`src/rtl/alu_pkg.sv`:
```
// alu_pkg: opcodes, flag bit positions and FSM encodings shared by the sequential ALU.
package alu_pkg;
  localparam logic [3:0] OP_ADC  = 4'd0;
  localparam logic [3:0] OP_SBB1 = 4'd1;
  localparam logic [3:0] OP_SBB2 = 4'd2;
  localparam logic [3:0] OP_NOT  = 4'd3;
  localparam logic [3:0] OP_AND  = 4'd4;
  localparam logic [3:0] OP_OR   = 4'd5;
  localparam logic [3:0] OP_XOR  = 4'd6;
  localparam logic [3:0] OP_SHL  = 4'd7;
  localparam logic [3:0] OP_SHR  = 4'd8;
  localparam logic [3:0] OP_SAR  = 4'd9;
  localparam logic [3:0] OP_MUL  = 4'd10;
  localparam logic [3:0] OP_DIV  = 4'd11;
  localparam logic [3:0] OP_MOD  = 4'd12;
  localparam logic [3:0] OP_ROL  = 4'd13;
  localparam logic [3:0] OP_ROR  = 4'd14;
  localparam logic [3:0] OP_RSV  = 4'd15;
  localparam int FL_P = 4;
  localparam int FL_S = 3;
  localparam int FL_Z = 2;
  localparam int FL_O = 1;
  localparam int FL_C = 0;
  localparam logic [1:0] ST_IDLE = 2'd0;
  localparam logic [1:0] ST_RUN  = 2'd1;
  localparam logic [1:0] ST_FIN  = 2'd2;
endpackage

```
`src/rtl/alu_iter.sv`:
```
// alu_iter: one-bit-per-step shift-add multiplier / restoring divider.
// hi_o/lo_o present the register values as they will be after the current step.
module alu_iter #(
  parameter int p_data_width = 16
) (
  input  logic                    clk,
  input  logic                    rst,
  input  logic                    load_i,
  input  logic                    step_i,
  input  logic                    mode_i,
  input  logic [p_data_width-1:0] a_i,
  input  logic [p_data_width-1:0] b_i,
  output logic [p_data_width-1:0] hi_o,
  output logic [p_data_width-1:0] lo_o
);
  localparam int W = p_data_width;
  logic         mode_q;
  logic [W-1:0] a_q, b_q, m_q, a_d, b_d;
  logic [W:0]   sum, t, diff;
  logic         ge;
  // multiply: a=partial high, b=multiplier/low product; divide: a=remainder, b=dividend/quotient
  always_comb begin
    sum  = {1'b0, a_q} + (b_q[0] ? {1'b0, m_q} : '0);
    t    = {a_q, b_q[W-1]};
    diff = t - {1'b0, m_q};
    ge   = ~diff[W];
    a_d  = mode_q ? (ge ? diff[W-1:0] : t[W-1:0]) : sum[W:1];
    b_d  = mode_q ? {b_q[W-2:0], ge} : {sum[0], b_q[W-1:1]};
  end
  assign hi_o = a_d;
  assign lo_o = b_d;
  always_ff @(posedge clk or posedge rst) begin
    if (rst) begin
      mode_q <= 1'b0;
      a_q    <= '0;
      b_q    <= '0;
      m_q    <= '0;
    end else if (load_i) begin
      mode_q <= mode_i;
      a_q    <= '0;
      b_q    <= a_i;
      m_q    <= b_i;
    end else if (step_i) begin
      a_q <= a_d;
      b_q <= b_d;
    end
  end
endmodule

```
`src/rtl/alu_seq.sv`:
```
// alu_seq: multi-cycle ALU with registered result/flags and start/busy/done handshake.
module alu_seq
  import alu_pkg::*;
#(
  parameter int p_data_width  = 16,
  parameter int p_flags_width = 5
) (
  input  logic                     i_w_clk,
  input  logic                     i_w_reset,
  input  logic [p_data_width-1:0]  i_w_in1,
  input  logic [p_data_width-1:0]  i_w_in2,
  input  logic [3:0]               i_w_opcode,
  input  logic                     i_w_carry,
  input  logic                     i_w_start,
  input  logic                     i_w_oe,
  output logic [p_data_width-1:0]  o_w_out,
  output logic [p_flags_width-1:0] o_w_flags,
  output logic                     o_w_busy,
  output logic                     o_w_done
);
  localparam int W  = p_data_width;
  localparam int CW = $clog2(W);
  logic [1:0]    state_q, state_d;
  logic [CW-1:0] cnt_q;
  logic [3:0]    op_q;
  logic [W-1:0]  res_q, res_d, sc_res, it_res, it_hi, it_lo, v;
  logic [4:0]    flags_q, flags_d;
  logic [W:0]    add, sub1, sub2;
  logic          sc_c, sc_o, it_c, accept, is_iter, div0, iter_go, wr_sc, wr_it;
  assign accept  = i_w_start && state_q == ST_IDLE;
  assign is_iter = i_w_opcode == OP_MUL || i_w_opcode == OP_DIV || i_w_opcode == OP_MOD;
  assign div0    = (i_w_opcode == OP_DIV || i_w_opcode == OP_MOD) && i_w_in2 == '0;
  assign iter_go = accept && is_iter && !div0;
  assign wr_sc   = accept && !iter_go;
  assign wr_it   = state_q == ST_RUN && cnt_q == '0;
  alu_iter #(.p_data_width(W)) u_iter (
    .clk    (i_w_clk),
    .rst    (i_w_reset),
    .load_i (iter_go),
    .step_i (state_q == ST_RUN),
    .mode_i (i_w_opcode != OP_MUL),
    .a_i    (i_w_in1),
    .b_i    (i_w_in2),
    .hi_o   (it_hi),
    .lo_o   (it_lo)
  );
  // Single-cycle ops are evaluated straight from the inputs on the accepting edge.
  always_comb begin
    v      = i_w_in1 | i_w_in2;
    add    = {1'b0, i_w_in1} + {1'b0, i_w_in2} + {{W{1'b0}}, i_w_carry};
    sub1   = {1'b0, i_w_in1} - {1'b0, i_w_in2} - {{W{1'b0}}, i_w_carry};
    sub2   = {1'b0, i_w_in2} - {1'b0, i_w_in1} - {{W{1'b0}}, i_w_carry};
    sc_res = '0;
    sc_c   = 1'b0;
    sc_o   = 1'b0;
    case (i_w_opcode)
      OP_ADC: begin
        sc_res = add[W-1:0];
        sc_c   = add[W];
        sc_o   = (i_w_in1[W-1] == i_w_in2[W-1]) && (add[W-1] != i_w_in1[W-1]);
      end
      OP_SBB1: begin
        sc_res = sub1[W-1:0];
        sc_c   = sub1[W];
        sc_o   = (i_w_in1[W-1] != i_w_in2[W-1]) && (sub1[W-1] != i_w_in1[W-1]);
      end
      OP_SBB2: begin
        sc_res = sub2[W-1:0];
        sc_c   = sub2[W];
        sc_o   = (i_w_in1[W-1] != i_w_in2[W-1]) && (sub2[W-1] != i_w_in2[W-1]);
      end
      OP_NOT: sc_res = ~v;
      OP_AND: sc_res = i_w_in1 & i_w_in2;
      OP_OR:  sc_res = v;
      OP_XOR: sc_res = i_w_in1 ^ i_w_in2;
      OP_SHL: begin
        sc_res = {v[W-2:0], 1'b0};
        sc_c   = v[W-1];
        sc_o   = v[W-2] ^ v[W-1];
      end
      OP_SHR: begin
        sc_res = {1'b0, v[W-1:1]};
        sc_c   = v[0];
        sc_o   = v[W-1];
      end
      OP_SAR: begin
        sc_res = {v[W-1], v[W-1:1]};
        sc_c   = v[0];
      end
      OP_DIV, OP_MOD: begin
        sc_res = '1;
        sc_c   = 1'b1;
        sc_o   = 1'b1;
      end
      OP_ROL: begin
        sc_res = {i_w_in1[W-2:0], i_w_in1[W-1]};
        sc_c   = i_w_in1[W-1];
      end
      OP_ROR: begin
        sc_res = {i_w_in1[0], i_w_in1[W-1:1]};
        sc_c   = i_w_in1[0];
      end
      default: sc_res = '0;
    endcase
  end
  assign it_res = op_q == OP_MOD ? it_hi : it_lo;
  assign it_c   = op_q == OP_MUL && it_hi != '0;
  always_comb begin
    res_d          = wr_it ? it_res : sc_res;
    flags_d        = '0;
    flags_d[FL_P]  = ~^res_d;
    flags_d[FL_S]  = res_d[W-1];
    flags_d[FL_Z]  = res_d == '0;
    flags_d[FL_O]  = wr_it ? it_c : sc_o;
    flags_d[FL_C]  = wr_it ? it_c : sc_c;
    state_d        = accept ? (iter_go ? ST_RUN : ST_FIN) :
                     wr_it ? ST_FIN : state_q == ST_FIN ? ST_IDLE : state_q;
  end
  always_ff @(posedge i_w_clk or posedge i_w_reset) begin
    if (i_w_reset) begin
      state_q <= ST_IDLE;
      cnt_q   <= '0;
      op_q    <= '0;
      res_q   <= '0;
      flags_q <= '0;
    end else begin
      state_q <= state_d;
      if (accept) begin
        op_q  <= i_w_opcode;
        cnt_q <= CW'(W - 1);
      end else if (state_q == ST_RUN) begin
        cnt_q <= cnt_q - 1'b1;
      end
      if (wr_sc || wr_it) begin
        res_q   <= res_d;
        flags_q <= flags_d;
      end
    end
  end
  assign o_w_out   = i_w_oe ? res_q : '0;
  assign o_w_flags = flags_q;
  assign o_w_busy  = state_q == ST_RUN;
  assign o_w_done  = state_q == ST_FIN;
endmodule

```
`config.mk`:
```
export PLATFORM = sky130hd
export DESIGN_NAME = alu_seq
export DESIGN_NICKNAME = d
export VERILOG_FILES = /design/src/rtl/alu_pkg.sv /design/src/rtl/alu_iter.sv /design/src/rtl/alu_seq.sv
export SDC_FILE = /design/constraint.sdc
export NUM_CORES = 1
export LEC_CHECK = 0
export CELL_PAD_IN_SITES_DETAIL_PLACEMENT = 0
export CELL_PAD_IN_SITES_GLOBAL_PLACEMENT = 1
export CORE_UTILIZATION = 45
export CTS_CLUSTER_DIAMETER = 150
export DETAILED_ROUTE_END_ITERATION = 12
export PLACE_DENSITY = 0.78
export SYNTH_ARGS = -nofsm -noshare
export SYNTH_HDL_FRONTEND = slang
export SYNTH_SLANG_ARGS = --single-unit
```
`constraint.sdc`:
```
create_clock -name i_w_clk -period 9.8 [get_ports i_w_clk]
set_input_delay 2.94 -clock i_w_clk [delete_from_list [all_inputs] [get_ports i_w_clk]]
set_output_delay 2.94 -clock i_w_clk [all_outputs]
set_load 0.005 [all_outputs]
```
==> impl.org <==
** Outcome
- Status :: completed

** Critical path
- Along the worst path, the maximum fanout reaches 6.
- Family with the most delay on the worst path :: compound AO/OA/AOI/OAI gates
- Data required time at the worst endpoint :: 10040 ps
- STA puts the critical path data arrival time at 8050 ps.
- Walking the worst path, the cells encountered are clkdlybuf4s50_1 -> inv_1 -> fa_1 -> fa_1 -> o21ai_0 -> a22oi_1 -> a21oi_1 -> o21ai_0 -> or4_1 -> a31oi_1 -> mux2_1 -> o21ai_0 -> a21oi_1 -> o21a_1 -> ha_1 -> xnor2_1 -> xnor2_1 -> xnor2_1 -> mux2_2.
- STA classifies the critical path startpoint as an input pin.
- Combined buffer and inverter count along the critical path :: 2
- The slowest stage of the critical path is the clkdlybuf4s50_1 cell.
- Critical path start-end classification :: input pin to flip-flop
- The largest single stage delay on the critical path is 620 ps.
- STA classifies the critical path endpoint as a flip-flop.

** Synth
- Synth cell types :: 95
- In this run, synthesis inferred 0 flip-flops with an integrated enable.
- For this run, the number of Yosys warnings is 0.
- Average footprint of a synthesized cell :: 7.78 um^2
- Commonest register cell after synthesis :: dfrtp_1
- Cell count after synthesis :: 1385
- After synthesis the cells add up to 10800 um^2.
- Counting every net in the synthesized netlist gives 1568.
- For this run, the register share of the synthesized area comes to 18.4%.
- After synthesis the netlist holds a flip-flop and latch count of 79.
- Counting flops with an async set or reset pin after synthesis yields a share of 100%.

** Power and ir drop
- In this run the static leakage power is 5.31 nW.
- VDD sags by at most 173 uV.
- Total power for the finished layout comes to 3.34 mW.
- Pwr/cell area :: 279 nW/um^2

** Final layout
- With fillers left out, the area of the finished cells amounts to 12000 um^2.
- Area Growth Syn to Fin :: 11.1%
- Measured on the finished design, the core utilization comes to 51.0%.
- Final Instance Count excl. Fillers :: 1735
- Most common cell after layout, fill and taps aside :: nand2_1
- The final layout contains 1594 nets.
- Antenna cell count :: 0
- Fraction of final layout cells sized beyond drive strength 1 :: 5.01%
- Highest-count cells in the layout ignoring fill and taps :: nand2_1 (153), ha_1 (134), inv_1 (103)

** Clock network
- Post-CTS timing repair inserted 0 buffers for setup.
- For this design, the CTS-stage hold fixing added 0 buffers.
- CTS placed an instance of clkbuf_16 at the clock tree root.
- The clock reaches the later pin of the worst-skew pair after 350 ps.
- After clock tree synthesis, the repair step resized 0 gates.
- TritonCTS clock tree :: yes
- Buffers inserted during clock tree synthesis total 9.
- For this design, the sink count on the clock tree is 79.
- The H-tree generated during clock tree synthesis spans 3 levels.
- The longest clock path from root to sink contains 2 buffers.
- Clock input transition at the sequential cells of the worst setup and hold paths :: 70 ps

** Timing
- The count of final max-slew check failures was 0.
- Setup violations remaining at the end of the flow were counted as 0.
- Clock skew on the completed layout was measured at 10.7 ps.
- Setup repair after global routing left no endpoint under its margin.
- The final critical path takes up 79.7% of the cycle.
- At the pin with the least slew margin, the transition time is 1160 ps.
- Clock period minus worst slack :: 7810 ps
- Final count of hold timing violations :: 0
- Max Clock Freq :: 0.128 GHz
- Setup total negative slack :: 0 ps
- Measured against its own limit, the worst slew margin works out to 22.2%.

** Placement
- Half-perimeter wire length after placement :: 28900 um
- Dpl cell area :: 11600 um^2
- The count of buffers added on input and output ports is 63.
- Final weighted congestion in routability-driven placement :: 0.913
- Inst Count DP :: 1719

** Global route
- Global route overflow :: 0
- The initial antenna violation count came to 0.
- Overall routing resource usage :: 31.4%
- The via count of the first global-routing pass was 10297.
- Largest net degree at the start of global routing :: 80
- The first global-routing pass estimated 59200 um of wire.

** Run
- Number of max-cap violations :: 0

** Die
- The total area inside the core boundary comes to 23500 um^2.
- Vertical extent of the die :: 157 um
- For this design the top-level I/O count stands at 64.
- Standard-cell row count :: 56
- The die is 157 um wide.
- For this configuration, the core starts out at a cell density of 45.9%.
- Die Footprint :: 24600 um^2

** Routing
- Remaining DRCs :: 0
- Vias per std cell :: 6.20
- DR iter-0 viols :: 999
- Routed length per instance :: 21.7 um
- Wires add up to 37700 um.
- Length of the first detailed-routing pass in iterations :: 6
- Once detail routing completed, the nets flagged for antenna violations numbered 0.
- Across all layers, the routed design uses 10760 vias.

** Min path
- Kind of path behind the tightest hold check :: flip-flop to flip-flop
-- sequential cells by signal (all words and copies together) (netlist names) --
signal,count
o_w_flags,5
state_q,2
u_iter.a_q,16
op_q,4
res_q,15
cnt_q,4
u_iter.b_q,16
u_iter.mode_q,1
u_iter.m_q,16
-- area by class of cell --
type                       count  area, um^2
clock buffer                  10         229
tap                          319         399
clock inverter                 6        92.6
fill                        2292       11500
inverter                     106         399
timing repair buffer          80         758
sequential                    79        1980
multi-input combinational   1135        8110
-- worst reg2reg max path, delay by kind of cell (launching register included) --
| family | cells | cell delay [ps] |
|---|---|---|
| DFF | 1 | 430 |
| muxes | 1 | 260 |
| and+or+nand+nor | 2 | 290 |
| buffers and inverters | 2 | 160 |
| xor gates and xnor gates | 3 | 490 |
| AOI/OAI and AO/OA | 6 | 2480 |
| adders and majority gates | 3 | 970 |
-- cells by family after synthesis --
| kind of cell | after synthesis | share of synthesized area (%) |
|---|---|---|
| buffers and inverters | 171 | 6.63 |
| XOR/XNOR | 64 | 5.45 |
| AO/OA/AOI/OAI | 446 | 28.4 |
| multiplexers | 42 | 4.04 |
| adder cells (fa/ha/maj) | 142 | 17.1 |
| AND/OR/NAND/NOR | 441 | 20.1 |
| flip-flops | 79 | 18.4 |
-- metal layers --
layer  track usage (%)  wire length (um)  vias up
met1              41.5             16700     5187
met5                 0                 0        -
met4              12.7              1490        0
met2              52.6             17500      385
met3              2.63              1890       91
li1                  -                 -     5097
-- power breakdown --
part           internal (mW)  switching (mW)
sequential             0.480           0.147
combinational          0.967            1.37
clock                  0.225           0.147
-- Yosys cell counts, types with 6 or more instances --
cell type | count | share of area, %
a211oi_1 | 21 | 1.5
a21o_1 | 23 | 1.6
a21oi_1 | 101 | 4.7
a221o_1 | 17 | 1.6
a221oi_1 | 16 | 1.3
a22oi_1 | 10 | 0.70
a31oi_1 | 16 | 0.93
a32oi_1 | 10 | 0.81
and2_1 | 35 | 2.0
and3_1 | 13 | 0.76
buf_1 | 7 | 0.24
buf_6 | 6 | 0.63
clkbuf_1 | 45 | 1.6
dfrtp_1 | 79 | 18
fa_1 | 8 | 1.5
ha_1 | 134 | 16
inv_1 | 104 | 3.6
mux2_2 | 7 | 0.73
mux2i_1 | 33 | 3.1
nand2_1 | 153 | 5.3
nand2b_1 | 23 | 1.3
nand3_1 | 26 | 1.2
nand3b_1 | 8 | 0.56
nand4_1 | 9 | 0.52
nor2_1 | 96 | 3.3
nor2b_1 | 16 | 0.93
nor3_1 | 25 | 1.2
nor3b_1 | 6 | 0.42
nor4_1 | 9 | 0.52
o2111ai_1 | 6 | 0.49
o211ai_1 | 11 | 0.77
o21a_1 | 12 | 0.84
o21ai_0 | 91 | 4.2
o21ai_1 | 6 | 0.28
o21bai_1 | 7 | 0.49
o221ai_1 | 12 | 0.98
o22ai_1 | 22 | 1.3
xnor2_1 | 38 | 3.1
xor2_1 | 24 | 2.0
-- final timing paths --
path	start	to	slack (ps)	depth (start not counted)
worst max-delay path	i_w_in2[0]	o_w_flags[4]	1990	19
worst min-delay path	op_q[3]	op_q[3]	480	2
worst max register to register	u_iter.b_q[15]	o_w_flags[4]	4630	17
worst min register to register	op_q[3]	op_q[3]	480	2
max in group asynchronous	i_w_reset	u_iter.mode_q	5830	3
min in group asynchronous	i_w_reset	cnt_q[1]	3220	3
-- through the flow --
| step | worst slack (ps) | hold WS [ps] |
|---|---|---|
| floorplan | 2970 | 444 |
| global placement | 1710 | 460 |
| detailed placement | 1730 | 471 |
| CTS | 2050 | 484 |
| global route | 1670 | 517 |
| finish | 1990 | 482 |
Note: power is estimated with default switching activity, not from simulation.
